`src/rtl/key_debounce_pkg.sv`:
```
// Shared definitions for the key input path: debounce FSM states and the
// default timing constants for a 100 MHz system clock.
package key_pkg;

    typedef enum logic [1:0] {
        LOW      = 2'd0,
        RISE_CHK = 2'd1,
        HIGH     = 2'd2,
        FALL_CHK = 2'd3
    } key_state_t;

    localparam int unsigned DEB_10MS_100MHZ   = 1_000_000;
    localparam int unsigned HOLD_500MS_100MHZ = 50_000_000;

endpackage

```
`src/rtl/key_debounce_sync_2ff.sv`:
```
// Two-flop synchroniser for asynchronous pad inputs; both stages reset to 0.
module sync_2ff (
    input  logic clk,
    input  logic rstn,
    input  logic d,
    output logic q
);

    logic [1:0] stage_reg;

    always_ff @(posedge clk) begin
        if (!rstn) begin
            stage_reg <= '0;
        end else begin
            stage_reg <= {stage_reg[0], d};
        end
    end

    assign q = stage_reg[1];

endmodule

```
`src/rtl/key_debounce.sv`:
```
// Push-button conditioner: synchronise, debounce to a stable level on out,
// and raise hold once out has stayed high long enough.
module key_debounce
    import key_pkg::*;
#(
    parameter int unsigned DEBOUNCE_CYCLES = DEB_10MS_100MHZ,
    parameter int unsigned HOLD_CYCLES     = HOLD_500MS_100MHZ,
    parameter bit          ACTIVE_LOW      = 1'b0
) (
    input  logic clk,
    input  logic rstn,
    input  logic in,
    output logic out,
    output logic hold
);

    localparam int CNT_W  = $clog2(DEBOUNCE_CYCLES + 1);
    localparam int HOLD_W = $clog2(HOLD_CYCLES + 1);
    localparam logic [CNT_W-1:0]  CNT_LAST  = CNT_W'(DEBOUNCE_CYCLES - 1);
    localparam logic [HOLD_W-1:0] HOLD_LAST = HOLD_W'(HOLD_CYCLES - 1);
    localparam logic [HOLD_W-1:0] HOLD_MAX  = HOLD_W'(HOLD_CYCLES);

    logic              lvl;
    logic              s;
    logic              fall_now;
    key_state_t        state_reg;
    logic [CNT_W-1:0]  cnt_reg;
    logic [HOLD_W-1:0] hold_cnt_reg;
    logic              out_reg;
    logic              hold_reg;

    assign lvl = in ^ ACTIVE_LOW;

    sync_2ff u_sync (
        .clk  (clk),
        .rstn (rstn),
        .d    (lvl),
        .q    (s)
    );

    // The edge on which out drops is also the edge that clears the hold logic.
    assign fall_now = (state_reg == FALL_CHK) && !s && (cnt_reg == CNT_LAST);

    always_ff @(posedge clk) begin
        if (!rstn) begin
            state_reg    <= LOW;
            cnt_reg      <= '0;
            hold_cnt_reg <= '0;
            out_reg      <= 1'b0;
            hold_reg     <= 1'b0;
        end else begin
            case (state_reg)
                LOW: begin
                    if (s) begin
                        state_reg <= RISE_CHK;
                        cnt_reg   <= '0;
                    end
                end
                RISE_CHK: begin
                    if (!s) begin
                        state_reg <= LOW;
                        cnt_reg   <= '0;
                    end else if (cnt_reg == CNT_LAST) begin
                        state_reg <= HIGH;
                        out_reg   <= 1'b1;
                        cnt_reg   <= '0;
                    end else begin
                        cnt_reg <= cnt_reg + 1'b1;
                    end
                end
                HIGH: begin
                    if (!s) begin
                        state_reg <= FALL_CHK;
                        cnt_reg   <= '0;
                    end
                end
                FALL_CHK: begin
                    if (s) begin
                        state_reg <= HIGH;
                        cnt_reg   <= '0;
                    end else if (cnt_reg == CNT_LAST) begin
                        state_reg <= LOW;
                        out_reg   <= 1'b0;
                        cnt_reg   <= '0;
                    end else begin
                        cnt_reg <= cnt_reg + 1'b1;
                    end
                end
                default: begin
                    state_reg <= LOW;
                    cnt_reg   <= '0;
                end
            endcase

            // A bounce back from FALL_CHK keeps out high, so hold survives it.
            if (fall_now) begin
                hold_cnt_reg <= '0;
                hold_reg     <= 1'b0;
            end else if (out_reg) begin
                if (hold_cnt_reg != HOLD_MAX) begin
                    hold_cnt_reg <= hold_cnt_reg + 1'b1;
                end
                if (hold_cnt_reg == HOLD_LAST) begin
                    hold_reg <= 1'b1;
                end
            end
        end
    end

    assign out  = out_reg;
    assign hold = hold_reg;

endmodule

```
`config.mk`:
```
export PLATFORM = sky130hd
export DESIGN_NAME = key_debounce
export DESIGN_NICKNAME = d
export VERILOG_FILES = /design/src/rtl/key_debounce_pkg.sv /design/src/rtl/key_debounce_sync_2ff.sv /design/src/rtl/key_debounce.sv
export SDC_FILE = /design/constraint.sdc
export NUM_CORES = 1
export LEC_CHECK = 0
export CAP_MARGIN = 20
export CORE_UTILIZATION = 41
export DETAILED_ROUTE_END_ITERATION = 7
export GPL_TIMING_DRIVEN = 1
export SLEW_MARGIN = 20
export SYNTH_ARGS = -nofsm -noshare
export SYNTH_HDL_FRONTEND = slang
export SYNTH_SLANG_ARGS = --single-unit
export TNS_END_PERCENT = 50
```
`constraint.sdc`:
```
create_clock -name clk -period 2.5 [get_ports clk]
set_clock_uncertainty 0.2 [all_clocks]
set_input_delay 0.375 -clock clk [delete_from_list [all_inputs] [get_ports clk]]
set_output_delay 0.375 -clock clk [all_outputs]
set_load 0.02 [all_outputs]
```
; ---- Word-level counts from Yosys, hierarchy flattened
; Cells that the tools add are included.
[word_totals]
reg_bits = 52
in_bits = 3
output_inout_bits = 2
[classes]
n_addsub = 2
eq_ne = 14
mux = 18
bitwise_logic = 1
n_reduce_logical = 11
[op_table]
columns = op, n
row1 = 20-bit 2-to-1 mux, 5
row2 = 20-bit case mux with 4 select lines, 1
row3 = "26-bit by 1-bit adder with 26-bit output, second input constant", 1
row4 = "26-bit equality test, second input constant", 1
row5 = "26-bit inequality test, second input constant", 1
row6 = "20-bit by 1-bit adder with 20-bit output, second input constant", 1
row7 = "20-bit equality test, second input constant", 1
row8 = 2-bit 2-to-1 mux, 6
row9 = 2-bit case mux with 4 select lines, 1
row10 = "2-bit by 1-bit inequality test with 1-bit output, second input constant", 3
row11 = "2-bit inequality test, second input constant", 3
row12 = 2-bit AND reduction, 3
row13 = 5-bit AND reduction, 1
row14 = "2-bit equality test, second input constant", 2
row15 = 1-bit 2-to-1 mux, 4
row16 = 4-bit AND reduction, 1
row17 = "3-bit by 1-bit inequality test with 1-bit output, second input constant", 1
row18 = "3-bit inequality test, second input constant", 1
row19 = "2-bit by 1-bit equality test with 1-bit output, second input constant", 1
row20 = 1-bit logical AND, 2
row21 = 2-bit logical NOT, 1
row22 = 1-bit case mux with 2 select lines, 1
row23 = 2-bit nonzero test, 1
row24 = 2-bit OR reduction, 1
row25 = other kinds (2), 2

; ---- Longest topological paths before layout
; Gate-level depths: netlist of run 1.
[logic_depth]
depth_word = 4
depth_mapped = 7

; ---- Modules after synthesis
; From an unflattened synthesis of run 1, not the netlist that was laid out.
[hier_totals]
cells_unflattened = 307
area_unflattened_um2 = 2637.5
[by_module_without_submodules]
columns = module, n_inst, cells_each, area_each_um2, seq_area_each_um2
row1 = key_debounce, 1, 303, 2585.0, 1001.0
row2 = sync_2ff, 1, 4, 52.6, 40.0

; ---- Worst setup path before layout of run 1
; Ideal clock, no wire load.
[synth_timing]
path_kind = reg2reg
startpoint = register cnt_reg[6]
endpoint = register hold_cnt_reg[10]
setup_time_ns = 0.115
arrival_time_ns = 1.751
required_time_ns = 2.185
path_slack_ns = 0.434
path_stages_with_launch = 7
n_path_buf = 1
synth_period_minus_slack_ns = 2.066
path_cell_list = dfxtp_1 > or4_4 > nor2_4 > nand2_2 > o41ai_4 > buf_6 > nor2_1
[synth_via]
elab_chain_cells = 3
[synth_lines]
columns = item, line
row1 = from (decl), key_debounce.sv:27  ; logic [CNT_W-1:0] cnt_reg;
row2 = from (signal assigned), key_debounce.sv:68  ; cnt_reg <= cnt_reg + 1'b1;
row3 = from (signal assigned), key_debounce.sv:86  ; cnt_reg <= cnt_reg + 1'b1;
row4 = 20-bit equality test, key_debounce.sv:42  ; assign fall_now = (state_reg == FALL_CHK) && !s && (cnt_reg == CNT_LAST);
row5 = 1-bit logical AND, key_debounce.sv:42
row6 = 2-bit OR reduction (no source line), n/a
row7 = to (signal assigned), key_debounce.sv:101  ; hold_cnt_reg <= hold_cnt_reg + 1'b1;
row8 = to (decl), key_debounce.sv:28  ; logic [HOLD_W-1:0] hold_cnt_reg;
; Every way passes these cells.
; A chain may end at the register's enable or synchronous reset.

; ---- Worst setup path in the final report of run 1
[layout_timing]
startpoint = register cnt_reg[0]
endpoint = register hold_cnt_reg[23]
; Same word-level chain as after synthesis.

==> results of run 1 <==
per-stage QoR:
stage	total power (W)	setup slack [ns]	instances	hold slack, ns	cell area [sq um]
final	0.00147	0.333	374	0.243	2800
after global routing	0.00153	0.155	374	0.271	2800
after CTS	0.00149	0.316	374	0.252	2800
after detailed placement	0.000883	0.333	366	0.226	2680
after global placement	0.000883	0.365	366	0.215	2680
after floorplan	0.000874	0.434	291	0.212	2550
placed cells by master (no fill, tap or decap), types with 5 or more instances in the layout:
cell	synthesis	routed
a21oi_1	9	9
a22o_1	6	6
a31oi_1	12	12
and2_1	5	5
and3_1	9	9
buf_4	0	7
clkbuf_8	0	6
dfxtp_1	52	52
inv_1	5	5
nand2_1	18	18
nand3_1	21	21
nand4_1	17	17
nor2_1	35	35
nor3_1	6	6
xnor2_1	10	10
xor2_1	22	22
metal layers:
layer / wire length (um) / vias to the layer above / track usage
met4: 75 / 0 / 0.0589
met5: 0 / - / 0
met2: 1990 / 28 / 0.234
met1: 2570 / 936 / 0.244
li1: - / 1064 / -
met3: 181 / 7 / 0.0337
worst max-delay path, stage by stage (launching register included):
cell and delay [ns]:
dfxtp_1 0.41, ha_1 0.23, and3_1 0.21, and4_2 0.28, nand2_2 0.08, o41ai_4 0.20, buf_4 0.35, nor2_1 0.09
cell type report:
cell class | count | area [sq um] | area share
multi-input combinational | 223 | 1440 | 0.512
inverter | 5 | 18.8 | 0.00669
clock buffer | 6 | 82.6 | 0.0295
sequential | 52 | 1040 | 0.371
tap | 75 | 93.8 | 0.0335
clock inverter | 2 | 38.8 | 0.0138
timing repair buffer | 11 | 92.6 | 0.0330
power by group through the flow:
stage	combinational (W)	clock [W]	sequential [W]
3_3_place_gp	0.0000323	0	0.000851
2_1_floorplan	0.0000232	0	0.000851
5_1_grt	0.0000348	0.000665	0.000832
4_1_cts	0.0000322	0.000627	0.000832
6_report	0.0000318	0.000607	0.000832
3_5_place_dp	0.0000321	0	0.000851
logic make-up after synthesis:
group,after synthesis,synth area share
AND/OR/NAND/NOR,143,0.305
flip-flops,52,0.407
AO/OA/AOI/OAI,42,0.121
XOR/XNOR,32,0.110
buffers and inverters,16,0.0304
multiplexers,3,0.0118
adder cells (fa/ha/maj),3,0.0147
worst paths after layout:
kind / from / endpoint
worst max-delay path: cnt_reg[0] / hold_cnt_reg[23]
worst min-delay path: u_sync.stage_reg[0] / u_sync.stage_reg[1]
worst max register to register: cnt_reg[0] / hold_cnt_reg[23]
worst min register to register: u_sync.stage_reg[0] / u_sync.stage_reg[1]
==> results.toml, run 1 <==
[clock_network]
cts_tree = "built"
cts_hold_buf = 0
h-tree-depth = 2
numCtsBuffers = 5
cts_resized = 0
cts.reportedPaths.clkPinSlew_ns = 0.09
post_cts.repair.setup_buffers = 0
cts_buffer_depth = 2
clkSinkCount = 52
clockRootBuffer = "clkbuf_8"
clock_latency_ns = 0.31

[sta]
setup_viol = 0
max_slew_margin = 0.660
setup_tns_ns = 0
hold_viol = 0
min_period_ns = 2.17
fin_crit_sh = 0.867
worst_slew_pin_slew_ns = 0.503
max_freq_mhz = 461
slew_viol_final = 0
rsz0062_at_grt = "false"

[placement]
dp_hpwl_um = 3270
portBuffers = 4
gp_congestion = 0.813

[power_and_ir_drop]
p_clk_frac = 0.413
combPwrFrac = 0.022
p_int_w = 0.00117
ir_worst_vdd_mv = 0.265
sw_frac_of_total = 0.206
power_frac_seq = 0.566
p_switching_w = 0.000303
power.static_leakage_nw = 0.979
p_per_area_nw_per_um2 = 524

[cells_and_area]
final_util = 0.471
antenna_cells = 0
area_growth_pct = 9.75
n_fill_cell = 597
drive_gt1_frac = 0.0936
largest_reg_flops = 26
finish.net_count = 304

[critical_path]
arrival_ns = 2.16
end_kind = "flip-flop"
crit_fanout = 27
startpoint_type = "flip-flop"
required_ns = 2.50
timing.reg2reg.setup_slack_ns = 0.33
reg2regPathDepth = 7
crit_type = "reg -> reg"

[floorplanning]
core_sq_um = 5960
fp.dieArea_sq_um = 6550
dieWidth_um = 80.9
die_y_um = 80.9
initial_utilization = 0.429
rows = 28
io_pins = 5

[run_status]
outcome = "finished clean"

[global_routing]
antenna_found_initial = 0
grt_overflow_total = 0
grt_max_degree = 29
grt_util_all_layers = 0.165
grt_pass1_wl_um = 8430
first_global_vias = 1815

[hold_path]
hold_depth = 1
hp-class = "reg -> reg"

[synthesis]
ys_ff_latch = 52
synth_top_area_share = 0.407
ys_async_sr_fraction = 0
synth_area_per_cell_sq_um = 8.78
synth_top_cell_by_area = "dfxtp_1"
yosys-top-cells-count = "52 x dfxtp_1, 35 x nor2_1, 22 x xor2_1"
synth.most_common_cell = "dfxtp_1"
synth_area_sq_um = 2550
postSynthCellCount = 291
synth_edf_count = 0
synth_warnings = 0
synth_cell_type_count = 47
synth_top_flop_cell = "dfxtp_1"
syn_nets = 297
netlist_top_cells_area = "dfxtp_1 41%, xor2_1 7.5%, nor2_1 5.1%"
yosysSeqAreaShare = 0.407

[route]
ant_nets = 0
vias = 2035
wl_per_cell_um = 12.9
drt-initial-drc-count = 173
drc_errors = 0
wirelength_um = 4820
avgViaCountPerCell = 5.44
dr.pass1.iters = 4

[flow_run]
drv_cap = 0
Note: power is estimated with default switching activity, not from simulation.
==> run 2, diff against run 1 <==
--- a/config.mk
+++ b/config.mk
@@ -9,7 +9,6 @@
 export CORE_UTILIZATION = 41
 export DETAILED_ROUTE_END_ITERATION = 7
 export GPL_TIMING_DRIVEN = 1
-export SLEW_MARGIN = 20
 export SYNTH_ARGS = -nofsm -noshare
 export SYNTH_HDL_FRONTEND = slang
 export SYNTH_SLANG_ARGS = --single-unit
==> results of run 2 <==
No change in the layout: final DEF, timing and power equal those of run 1.
